$ cat src/rtl/counter_pkg.sv
// counter_pkg: shared types and width helper for the up/down counter
package counter_pkg;
    typedef enum logic {DIR_UP, DIR_DOWN} dir_t;
    // Prescaler counter width: $clog2(PRESCALE), never narrower than 1 bit.
    function automatic int pre_w(int prescale);
        return prescale > 1 ? $clog2(prescale) : 1;
    endfunction
    localparam int PRE_W = pre_w(1);
endpackage

$ cat src/rtl/counter_updown_if.sv
// counter_updown_if: control/status bundle for counter_updown
// master drives enable/clear/load/load_val/dir/wrap/step/min/max,
// slave drives count/at_max/at_min/rollover/cfg_err.
interface counter_updown_if
    import counter_pkg::*;
#(
    parameter int N = 8
);
    logic enable, clear, load, wrap;
    dir_t dir;
    logic [N-1:0] load_val, step, min, max, count;
    logic at_max, at_min, rollover, cfg_err;
    modport master (
        output enable, clear, load, load_val, dir, wrap, step, min, max,
        input  count, at_max, at_min, rollover, cfg_err
    );
    modport slave (
        input  enable, clear, load, load_val, dir, wrap, step, min, max,
        output count, at_max, at_min, rollover, cfg_err
    );
endinterface

$ cat src/rtl/tick_gen.sv
// tick_gen: prescaler producing one tick every PRESCALE enabled cycles
// clk, rst: clock and sync reset; enable: advances pre_cnt;
// restart: zeroes pre_cnt; tick: enable && pre_cnt == PRESCALE-1.
module tick_gen
    import counter_pkg::*;
#(
    parameter int PRESCALE = 1
) (
    input  logic clk,
    input  logic rst,
    input  logic enable,
    input  logic restart,
    output logic tick
);
    localparam int W = pre_w(PRESCALE);
    logic [W-1:0] pre_cnt;
    assign tick = enable && (pre_cnt == W'(PRESCALE - 1));
    always_ff @(posedge clk) begin
        if (rst || restart || tick)
            pre_cnt <= '0;
        else if (enable)
            pre_cnt <= pre_cnt + 1'b1;
    end
endmodule

$ cat src/rtl/counter_updown.sv
// counter_updown: windowed up/down counter with prescaler, wrap/saturate and rollover pulse
// clk, rst: clock and sync reset; bus: counter_updown_if slave
// (controls in, count/at_max/at_min/rollover/cfg_err out).
module counter_updown
    import counter_pkg::*;
#(
    parameter int N        = 8,
    parameter int PRESCALE = 1
) (
    input  logic                clk,
    input  logic                rst,
    counter_updown_if.slave     bus
);
    logic         tick, up_ok, dn_ok, do_step, wrapped, roll;
    logic [N-1:0] cnt, nxt;
    logic [N:0]   sum, lo;
    tick_gen #(.PRESCALE(PRESCALE)) u_tick (
        .clk     (clk),
        .rst     (rst),
        .enable  (bus.enable),
        .restart (bus.clear | bus.load),
        .tick    (tick)
    );
    // One extra bit keeps count+step and min+step from overflowing.
    assign sum     = {1'b0, cnt} + {1'b0, bus.step};
    assign lo      = {1'b0, bus.min} + {1'b0, bus.step};
    assign up_ok   = sum <= {1'b0, bus.max};
    assign dn_ok   = {1'b0, cnt} >= lo;
    // step == 0 must hold even when count sits outside the window.
    assign do_step = tick && !bus.cfg_err && (bus.step != '0);
    always_comb begin
        wrapped = bus.wrap && (bus.dir == DIR_UP ? !up_ok : !dn_ok);
        nxt = bus.dir == DIR_UP
            ? (up_ok ? sum[N-1:0] : bus.wrap ? bus.min : bus.max)
            : (dn_ok ? cnt - bus.step : bus.wrap ? bus.max : bus.min);
    end
    always_ff @(posedge clk) begin
        if (rst) begin
            cnt  <= '0;
            roll <= 1'b0;
        end else if (bus.clear) begin
            cnt  <= bus.min;
            roll <= 1'b0;
        end else if (bus.load) begin
            cnt  <= bus.load_val;
            roll <= 1'b0;
        end else begin
            roll <= do_step && wrapped;
            if (do_step)
                cnt <= nxt;
        end
    end
    assign bus.count    = cnt;
    assign bus.rollover = roll;
    assign bus.at_max   = cnt == bus.max;
    assign bus.at_min   = cnt == bus.min;
    assign bus.cfg_err  = bus.min > bus.max;
endmodule

$ cat src/flat_wrapper.sv
// flat-port wrapper written by rule: the top's interface ports become plain ports
module counter_updown_flat import counter_pkg::*;
#(
    parameter int N        = 8,
    parameter int PRESCALE = 1
)
  (clk, rst, bus_enable, bus_clear, bus_load, bus_load_val, bus_dir, bus_wrap, bus_step, bus_min, bus_max, bus_count, bus_at_max, bus_at_min, bus_rollover, bus_cfg_err);
  counter_updown_if #(.N(N)) bus_i ();
  input  logic clk;
  input  logic rst;
  input wire logic [$bits(bus_i.enable)-1:0] bus_enable;
  input wire logic [$bits(bus_i.clear)-1:0] bus_clear;
  input wire logic [$bits(bus_i.load)-1:0] bus_load;
  input wire logic [$bits(bus_i.load_val)-1:0] bus_load_val;
  input wire logic [$bits(bus_i.dir)-1:0] bus_dir;
  input wire logic [$bits(bus_i.wrap)-1:0] bus_wrap;
  input wire logic [$bits(bus_i.step)-1:0] bus_step;
  input wire logic [$bits(bus_i.min)-1:0] bus_min;
  input wire logic [$bits(bus_i.max)-1:0] bus_max;
  output wire logic [$bits(bus_i.count)-1:0] bus_count;
  output wire logic [$bits(bus_i.at_max)-1:0] bus_at_max;
  output wire logic [$bits(bus_i.at_min)-1:0] bus_at_min;
  output wire logic [$bits(bus_i.rollover)-1:0] bus_rollover;
  output wire logic [$bits(bus_i.cfg_err)-1:0] bus_cfg_err;
  assign bus_i.enable = bus_enable;
  assign bus_i.clear = bus_clear;
  assign bus_i.load = bus_load;
  assign bus_i.load_val = bus_load_val;
  assign bus_i.dir = bus_dir;
  assign bus_i.wrap = bus_wrap;
  assign bus_i.step = bus_step;
  assign bus_i.min = bus_min;
  assign bus_i.max = bus_max;
  assign bus_count = bus_i.count;
  assign bus_at_max = bus_i.at_max;
  assign bus_at_min = bus_i.at_min;
  assign bus_rollover = bus_i.rollover;
  assign bus_cfg_err = bus_i.cfg_err;
  counter_updown #(.N(N), .PRESCALE(PRESCALE)) u_core (.clk(clk), .rst(rst), .bus(bus_i));
endmodule
$ cat config.mk
export PLATFORM = sky130hd
export DESIGN_NAME = counter_updown_flat
export DESIGN_NICKNAME = d
export VERILOG_FILES = /design/src/rtl/counter_pkg.sv /design/src/rtl/counter_updown_if.sv /design/src/rtl/tick_gen.sv /design/src/rtl/counter_updown.sv /design/src/flat_wrapper.sv
export SDC_FILE = /design/constraint.sdc
export NUM_CORES = 1
export LEC_CHECK = 0
export CAP_MARGIN = 10
export CORE_AREA = 2 2 100 102
export CTS_CLUSTER_SIZE = 40
export DETAILED_ROUTE_END_ITERATION = 7
export DIE_AREA = 0 0 102 104
export GPL_TIMING_DRIVEN = 0
export HOLD_SLACK_MARGIN = 0.06
export MAX_ROUTING_LAYER = met4
export PLACE_DENSITY = 0.61
export SLEW_MARGIN = 20
export SYNTH_ARGS = -nofsm -noshare
export SYNTH_HDL_FRONTEND = slang
export SYNTH_SLANG_ARGS = --single-unit
$ cat constraint.sdc
create_clock -name clk -period 5.1 [get_ports clk]
set_clock_uncertainty 0.15 [all_clocks]
set_input_delay 1.53 -clock clk [delete_from_list [all_inputs] [get_ports clk]]
set_output_delay 1.53 -clock clk [all_outputs]
set_load 0.03 [all_outputs]
==> metrics.txt, run 1 <==
DR DRC count 0; Boundary Pins 51; pwr/cell area approximately 230 mW/mm^2; Yosys cell types 64; FF-to-FF path depth 16; Starting Density approximately 30%; worst vdd ir 0.101 mV; top_reg_cell synth dfxtp_1; Crit. End Element output port; critical path's slowest cell clkdlybuf4s50_1; # Max-Cap Violations 0; H-Tree Depth 1; Hold Path End u_core.u_tick.pre_cnt; Buffers on Ports 49; Worst R2R Start u_core.bus.count[0]; Pre-antenna DRT Iters 4; WHS roughly 320 ps; GP Congestion roughly 0.96; status finished, final reports clean; Worst R2R End u_core.bus.count[4]; clock root cell clkbuf_8; GRT Total Usage 18.4%; Avg WL per Cell around 17 um; fin nets around 500; DIE AREA between 0.01 and 0.015 sq mm; Net Count, Synth between 400 and 500; first-pass GRT wire length 15.0 mm; CTS tree built; total grt overflow 0; post-synth top area share 20.9%; ant diodes 0; Num CTS Buffers 3; crit path max fanout 6; syn avg cell area 7.64 sq um; worst slew pin tran between 500 and 600 ps; sequential share of the synthesized area between 7 and 8%; Pleak 1.56 nW; Mapped Cells between 300 and 400; Critical Path Max Stage Delay about 700 ps; most common cell in the netlist ha_1; largest net degree at the start of global routing 11; crit path cell chain clkdlybuf4s50_1 > xnor2_1 > nand4_1 > nor2_1 > clkdlybuf4s50_1; antenna violations before repair 0; worst path arrival time approximately 3400 ps; Worst Hold Path Cells 1; Startpoint Class primary input; vias in the first global route 2919; post-synth top area cell ha_1; Antenna Nets Post-Route 0; Hold/Removal Path Class reg2reg; Iter 0 DRT Violations approximately 120; max_slew headroom 61.9%; row cnt 36; Clk Latency, worst-skew pair approximately 240 ps; dpl cell area about 0.0035 sq mm; Via density approximately 5.3; crit-path most repeated cell clkdlybuf4s50_1; Final Critical Period 5040 ps; Crit Path Class in2out; reg2reg setup slack approximately 1000 ps; hold_sp u_core.u_tick.pre_cnt; Post-synth EDFFs 0; core area 0.00955 sq mm; Final Power ~810 uW; top cells by count, synth ha_1, inv_1, nor2_1, a21oi_1, o21ai_0; endpoints failing setup 0; die height 104 um; DP HPWL approximately 7.7 mm; Core Util, Final between 30% and 40%; Fin. Hold Viols 0; Design Area, Final between 0.003 and 0.004 sq mm; via count slightly below 3000; CP required about 3400 ps; die width 102 um; Synth Cell Area between 0.002 and 0.003 sq mm; Yosys reg bits 10; fmax 198 MHz; Slew Viols, Final 0; DRT Wirelength slightly below 10 mm; share of cells above drive strength 1 between 10% and 20%; CTS clk-pin slew, worst paths about 50 ps; final setup TNS 0 ps; synth warn 0; CTS sink cnt 10; Area contributors post-synth ha_1, xnor2_1, dfxtp_1; fin crit share between 90% and 100%; Async S/R FF share, synth 0%; P&R area growth vs syn 27.2%; Longest Clk Path Bufs 2
[kinds of logic (layout without fill, tap and decap cells)]
logic type,Yosys count,after routing,share of synthesized area (%)
mux,20,20,7.37
xor+xnor,28,28,8.70
fa+ha+maj,50,50,23.0
compound gates,114,114,28.4
buf+inv,48,102,7.42
simple gates,99,99,18.0
flops,10,10,7.10
[what timing repair did]
action,in CTS,in global routing
setup buffers,4,0
gates resized for setup,28,27
setup endpoints to repair,10,11
pin swaps,5,2
hold buffers,0,0
[cell usage in the layout, fill, tap and decap left out, types with 4 or more instances in the layout]
cell	netlist	layout
mux2i_1	17	17
o21ai_0	27	27
dfxtp_1	10	10
clkdlybuf4s50_1	0	31
o21a_1	6	6
inv_1	32	32
clkbuf_2	1	8
ha_1	47	44
and3_1	5	5
xor2_1	5	5
nand2b_1	5	5
nand2_1	19	18
buf_4	1	6
xnor2_1	23	22
a21o_1	5	5
nor3_1	8	8
dlymetal6s2s_1	0	4
dlygate4sd2_1	0	5
nand3_1	4	4
a21oi_1	27	27
nor2_1	31	31
nand4_1	5	5
clkbuf_1	10	8
a211oi_1	6	4
nor2b_1	10	9
[final cells by class]
class                      count  area (sq um)
buffer                        14          81.3
sequential                    10           200
multi-input combinational    311          2490
inverter                      32           120
timing repair buffer          53           487
tap                          133           166
clock buffer                   3          41.3
fill                        1027          5960
[registers in the layout (all words and copies together), names as in the netlist]
name / count
u_core.bus.count: 8
u_core.bus.rollover: 1
u_core.u_tick.pre_cnt: 1
[stage by stage]
stage,instances,worst slack (ps)
after floorplan,369,360
after global placement,551,-712
after detailed placement,551,-705
after CTS,556,0.880
after global routing,556,-0.732
final,556,55.1
[worst max-delay path, delay by kind of cell]
| kind | cells | cell delay (ps) |
|---|---|---|
| xor+xnor | 1 | 170 |
| buf+inv | 2 | 1390 |
| simple gates | 2 | 280 |
[metal layers]
| metal | vias up | track usage [%] | wire length [um] |
|---|---|---|---|
| met4 | 0 | 3.52 | 106 |
| met3 | 16 | 3.36 | 970 |
| met5 | - | - | 0 |
| li1 | 1459 | - | - |
| met2 | 122 | 28.1 | 4380 |
| met1 | 1374 | 25.3 | 4150 |
[worst max path at each step]
| stage | from | to | slack [ps] | depth (start not counted) |
|---|---|---|---|---|
| floorplan | bus_step[0] | u_core.bus.count[4] | 360 | 16 |
| global placement | bus_step[1] | u_core.bus.count[4] | -710 | 16 |
| detailed placement | bus_step[1] | u_core.bus.count[4] | -700 | 16 |
| CTS | bus_min[4] | bus_cfg_err | 0.9 | 7 |
| global route | bus_step[3] | u_core.bus.count[4] | -0.7 | 18 |
| finish | bus_min[5] | bus_at_min | 60 | 5 |
[power breakdown]
group          leakage [nW]  switching (mW)  internal [mW]  total [mW]
sequential           0.0829          0.0301         0.0867       0.117
clock                0.0216          0.0337         0.0520      0.0856
combinational          1.46           0.330          0.282       0.612
No activity file was read; power rests on OpenSTA's default activity.
==> run 2: changes to the inputs <==
Settings changed: DONT_BUFFER_PORTS set to 1, GPL_ROUTABILITY_DRIVEN set to 0, MAX_ROUTING_LAYER met4 to not set, PLACE_DENSITY 0.61 to 0.54.
==> run 2 against run 1 <==
- total power shrank 9.6%
- via count is 5.8% lower
- critical path depth rose by 11
- sequential cell count unchanged
- global-route usage decreased by 0.35 points
- utilization down 5.7 points
- maximum frequency is 1.6% higher
- count of clock-buffer cells in the layout up 1
- sequential share of layout area up 1.0 points
- non-clock buffer count fell by 51
- combinational power shrank 18%
- cell area fell by 15%
==> metrics.txt, run 2 (synthesis results as in run 1) <==
status finished, final reports clean; CTS tree built; vias in the first global route about 2700; Clk Latency, worst-skew pair roughly 240 ps; pwr/cell area approximately 240 mW/mm^2; Via density around 5.5; Startpoint Class primary input; Final Critical Period a little under 5000 ps; die height about 100 um; Crit Path Class in2reg; commonest non-fill, non-tap cells in the layout ha_1, inv_1, nor2_1; most common cell after layout, fill and taps aside ha_1; Core Util, Final 31.8%; Worst Hold Path Cells 1; first-pass GRT wire length approximately 15 mm; largest net degree at the start of global routing 11; ant diodes 0; via count 2799; die width just over 100 um; Largest register FFs 8; Slew Viols, Final 0; core area 0.00955 sq mm; worst path arrival time around 5000 ps; dpl cell area roughly 0.003 sq mm; FF-to-FF path depth 15; DRT Wirelength 9.50 mm; H-Tree Depth 1; DR DRC count 0; antenna violations before repair 0; Longest Clk Path Bufs 2; fmax between 200 and 250 MHz; CP required between 5000 and 6000 ps; crit-path most repeated cell ha_1; Antenna Nets Post-Route 0; max_slew headroom between 40% and 50%; fin cells 506; crit path max fanout 10; Setup Buffers After CTS 0; Iter 0 DRT Violations about 190; cell family with most CP delay compound AO/OA/AOI/OAI gates; clock root cell clkbuf_8; Starting Density 29.5%; total grt overflow 0; share of cells above drive strength 1 6.70%; CTS sink cnt 10; endpoints failing setup 0; critical path's slowest cell fa_1; DP HPWL ~8 mm; Buffers on Ports 0; fin nets approximately 460; worst vdd ir approximately 0.10 mV; Crit path depth 16; CTS clk-pin slew, worst paths around 50 ps; Pleak ~1.3 nW; Avg WL per Cell approximately 19 um; GRT Total Usage a little under a fifth; Fin. Hold Viols 0; crit path cell chain ha_1 > inv_1 > fa_1 > nor3_4 > o31a_2 > nor4b_1 > a211oi_1 > ha_1 > a211o_1 > a21oi_1 > o311ai_1 > a221o_1 > buf_6 > mux2i_1 > mux2_4 > o31ai_4; final setup TNS 0 ps; Inst Count DP 502; worst slew pin tran about 780 ps; fin crit share a little over nine tenths; Pre-antenna DRT Iters 5; DIE AREA about 0.011 sq mm; Hold/Removal Path Class reg2reg; post-cts resize count 0; Num CTS Buffers 3; Buf+Inv Stages, Crit Path 2; # Max-Cap Violations 0; Boundary Pins 51; RSZ-0062 raised after global routing false; Crit. End Element flip-flop; P&R area growth vs syn 7.86%; Critical Path Max Stage Delay 450 ps; Post-CTS Hold Buffers 0; row cnt 36; WHS 322 ps; Design Area, Final 0.00304 sq mm
[run 2: changes by cell type in the layout (fill, tap and decap cells not counted), sizes merged]
cell           previous run  this run
buf                      10         5
clkbuf                   19        15
clkdlybuf4s15             1         0
clkdlybuf4s50            31         0
dlygate4sd2               5         0
dlymetal6s2s              4         0
[run 2: layout make-up]
cell class | count | area (sq um)
Multi-Input combinational cell | 311 | 2410
Buffer | 16 | 88.8
Sequential cell | 10 | 200
Inverter | 32 | 120
Clock buffer | 4 | 55.1
Fill cell | 1067 | 6510
Tap cell | 133 | 166
[run 2: power by group]
group | internal [mW] | switching (mW) | total (mW)
clock | 0.0681 | 0.0343 | 0.102
sequential | 0.0866 | 0.0469 | 0.134
combinational | 0.223 | 0.278 | 0.500
total | 0.377 | 0.359 | 0.736
[run 2: routing by layer]
metal  vias to the layer above  wire (um)  track usage, %  part of all wire (%)
met2                        97       4310            28.5                    45
li1                       1358          -               -                     -
met5                         -          0               0                     0
met1                      1338       4110            25.0                    43
met4                         0         67            2.57                  0.71
met3                         6       1010            4.84                    11
[run 2: final timing paths]
| path | start | endpoint | slack, ps |
|---|---|---|---|
| max reg2reg | u_core.bus.count[1] | u_core.bus.count[4] | 540 |
| min | u_core.u_tick.pre_cnt | u_core.u_tick.pre_cnt | 320 |
| min reg2reg | u_core.u_tick.pre_cnt | u_core.u_tick.pre_cnt | 320 |
| max | bus_step[0] | u_core.bus.count[4] | 140 |
[run 2: worst register-to-register path, delay by kind of cell, from the launching register on]
| family | cells | cell delay, ps |
|---|---|---|
| AND/OR/NAND/NOR | 2 | 270 |
| AO/OA/AOI/OAI | 7 | 1590 |
| buffers and inverters | 2 | 380 |
| adder cells (fa/ha/maj) | 2 | 900 |
| multiplexers | 2 | 440 |
| flip-flops | 1 | 770 |
[run 2: through the flow]
step / setup WS [ps] / power (mW)
final: 136 / 0.736
after global routing: 13.2 / 0.793
after CTS: 168 / 0.732
after detailed placement: -60.8 / 0.628
after global placement: -83.5 / 0.619
after floorplan: 360 / 0.507
==> run 3: changes to the inputs <==
Settings changed: DONT_BUFFER_PORTS 1 to not set, HOLD_SLACK_MARGIN 0.06 to 0.12, PLACE_DENSITY 0.54 to 0.61.
==> run 3 against run 2 <==
- critical path depth fell by 11
- maximum frequency fell by 1.0%
- via count grew 4.9%
- worst setup slack got worse by 53 ps
- sequential share of layout area decreased by 1.1 points
- largest power group unchanged
==> metrics.txt, run 3 (synthesis results as in run 1) <==
status finished, final reports clean; Worst R2R Start u_core.bus.count[1]; vias in the first global route just under 3000; FF-to-FF path depth 15; Hold/Removal Path Class reg2reg; share of cells above drive strength 1 about 13%; core area 0.00955 sq mm; worst slew pin tran 567 ps; die width roughly 100 um; clock root cell clkbuf_8; Worst R2R End u_core.bus.count[4]; Longest Clk Path Bufs 2; DR DRC count 0; Post-CTS Hold Buffers 0; Largest register FFs 8; Crit Path Class in2out; pwr/cell area between 200 and 250 mW/mm^2; Final Critical Period ~5000 ps; crit path max fanout 6; DIE AREA ~0.011 sq mm; Buffers on Ports 49; antenna violations before repair 0; Clk Latency, worst-skew pair about 240 ps; DRT Wirelength about 9.4 mm; logic gate share of total power between 70% and 80%; Num CTS Buffers 3; sequential share of power between 10 and 15%; Slew Viols, Final 0; Startpoint Class primary input; Critical path origin bus_min[5]; die height 104 um; P_int between 400 and 500 uW; Pleak roughly 1.6 nW; fin crit share between 90% and 100%; worst vdd ir 0.0862 mV; worst path arrival time 3340 ps; Starting Density ~30%; DP HPWL 7.73 mm; largest net degree at the start of global routing 11; via count between 2000 and 3000; GRT Total Usage about 18%; total grt overflow 0; commonest non-fill, non-tap cells in the layout ha_1, inv_1, nor2_1, clkdlybuf4s50_1, o21ai_0; Avg WL per Cell 16.9 um; P&R area growth vs syn 28.3%; first-pass GRT wire length 15.0 mm; CTS tree built; max_slew headroom about 62%; Inst Count DP between 500 and 600; CTS sink cnt 10; fin nets 515; fmax 199 MHz; fillers about 1000; Boundary Pins just over 50; H-Tree Depth 1; Sw Ratio a little under half; endpoints failing setup 0; Fin. Hold Viols 0; Iter 0 DRT Violations 129; Pre-antenna DRT Iters 4; Via density 5.26; CTS clk-pin slew, worst paths approximately 50 ps; # Max-Cap Violations 0; Crit. End Element output port; Critical Path Sink bus_at_min; CP required approximately 3400 ps; row cnt 36; Core Util, Final approximately 38%; Clock power frac approximately an eighth; fin cells approximately 560; Sw Pwr 393 uW; most common cell after layout, fill and taps aside ha_1; ant diodes 0; Antenna Nets Post-Route 0; reg2reg setup slack between 1000 and 1500 ps
[run 3: how the worst min path moves through the flow]
stage | slack, ps | end | cells after the start | start
after floorplan | 300 | u_core.u_tick.pre_cnt | 1 | u_core.u_tick.pre_cnt
after global placement | 320 | u_core.u_tick.pre_cnt | 1 | u_core.u_tick.pre_cnt
after detailed placement | 320 | u_core.u_tick.pre_cnt | 1 | u_core.u_tick.pre_cnt
after CTS | 330 | u_core.u_tick.pre_cnt | 1 | u_core.u_tick.pre_cnt
after global routing | 350 | u_core.u_tick.pre_cnt | 1 | u_core.u_tick.pre_cnt
final | 340 | u_core.u_tick.pre_cnt | 1 | u_core.u_tick.pre_cnt
[run 3: layout make-up]
type / instances / area (sq um) / area share (%)
buffer: 14 / 81.3 / 2.25
clock buffer: 4 / 55.1 / 1.52
inverter: 32 / 120 / 3.32
multi-input combinational: 311 / 2500 / 69.2
sequential: 10 / 200 / 5.54
tap: 133 / 166 / 4.60
timing repair buffer: 54 / 492 / 13.6
[run 3: power by group through the flow]
stage | clock (mW) | sequential (mW) | combinational [mW]
after global routing | 0.107 | 0.117 | 0.673
after floorplan | 0 | 0.120 | 0.387
after global placement | 0 | 0.117 | 0.558
final | 0.102 | 0.116 | 0.616
after detailed placement | 0 | 0.117 | 0.568
after CTS | 0.102 | 0.116 | 0.591
[run 3: timing repair]
item                       4_1_cts  5_1_grt
pin swaps                        3        6
gates cloned                     0        0
gates resized for setup         30       27
setup endpoints to repair       10       11
setup buffers                    3        2
[run 3: per-stage QoR]
stage	TNS, ps	setup WS [ps]	total power [mW]	area (sq um)	hold slack [ps]
3_5_place_dp	-6160	-712	0.685	3470	324
4_1_cts	0	15.0	0.809	3570	334
6_report	0	83.4	0.834	3620	336
3_3_place_gp	-5860	-689	0.674	3470	317
2_1_floorplan	0	360	0.507	2820	304
5_1_grt	-0.788	-0.788	0.897	3620	351
[run 3: metal layers]
| layer | share of wire (%) | wire length (um) | GRT usage, % |
|---|---|---|---|
| met5 | 0 | 0 | 0 |
| met4 | 1.8 | 172 | 4.57 |
| met3 | 6.8 | 640 | 2.55 |
| met2 | 45 | 4240 | 28.4 |
| met1 | 46 | 4350 | 24.7 |
[run 3: critical path: stages]
cell,delay (ps)
clkdlybuf4s50_1,670
xnor2_1,160
nand4_1,120
nor2_1,150
clkdlybuf4s50_1,690
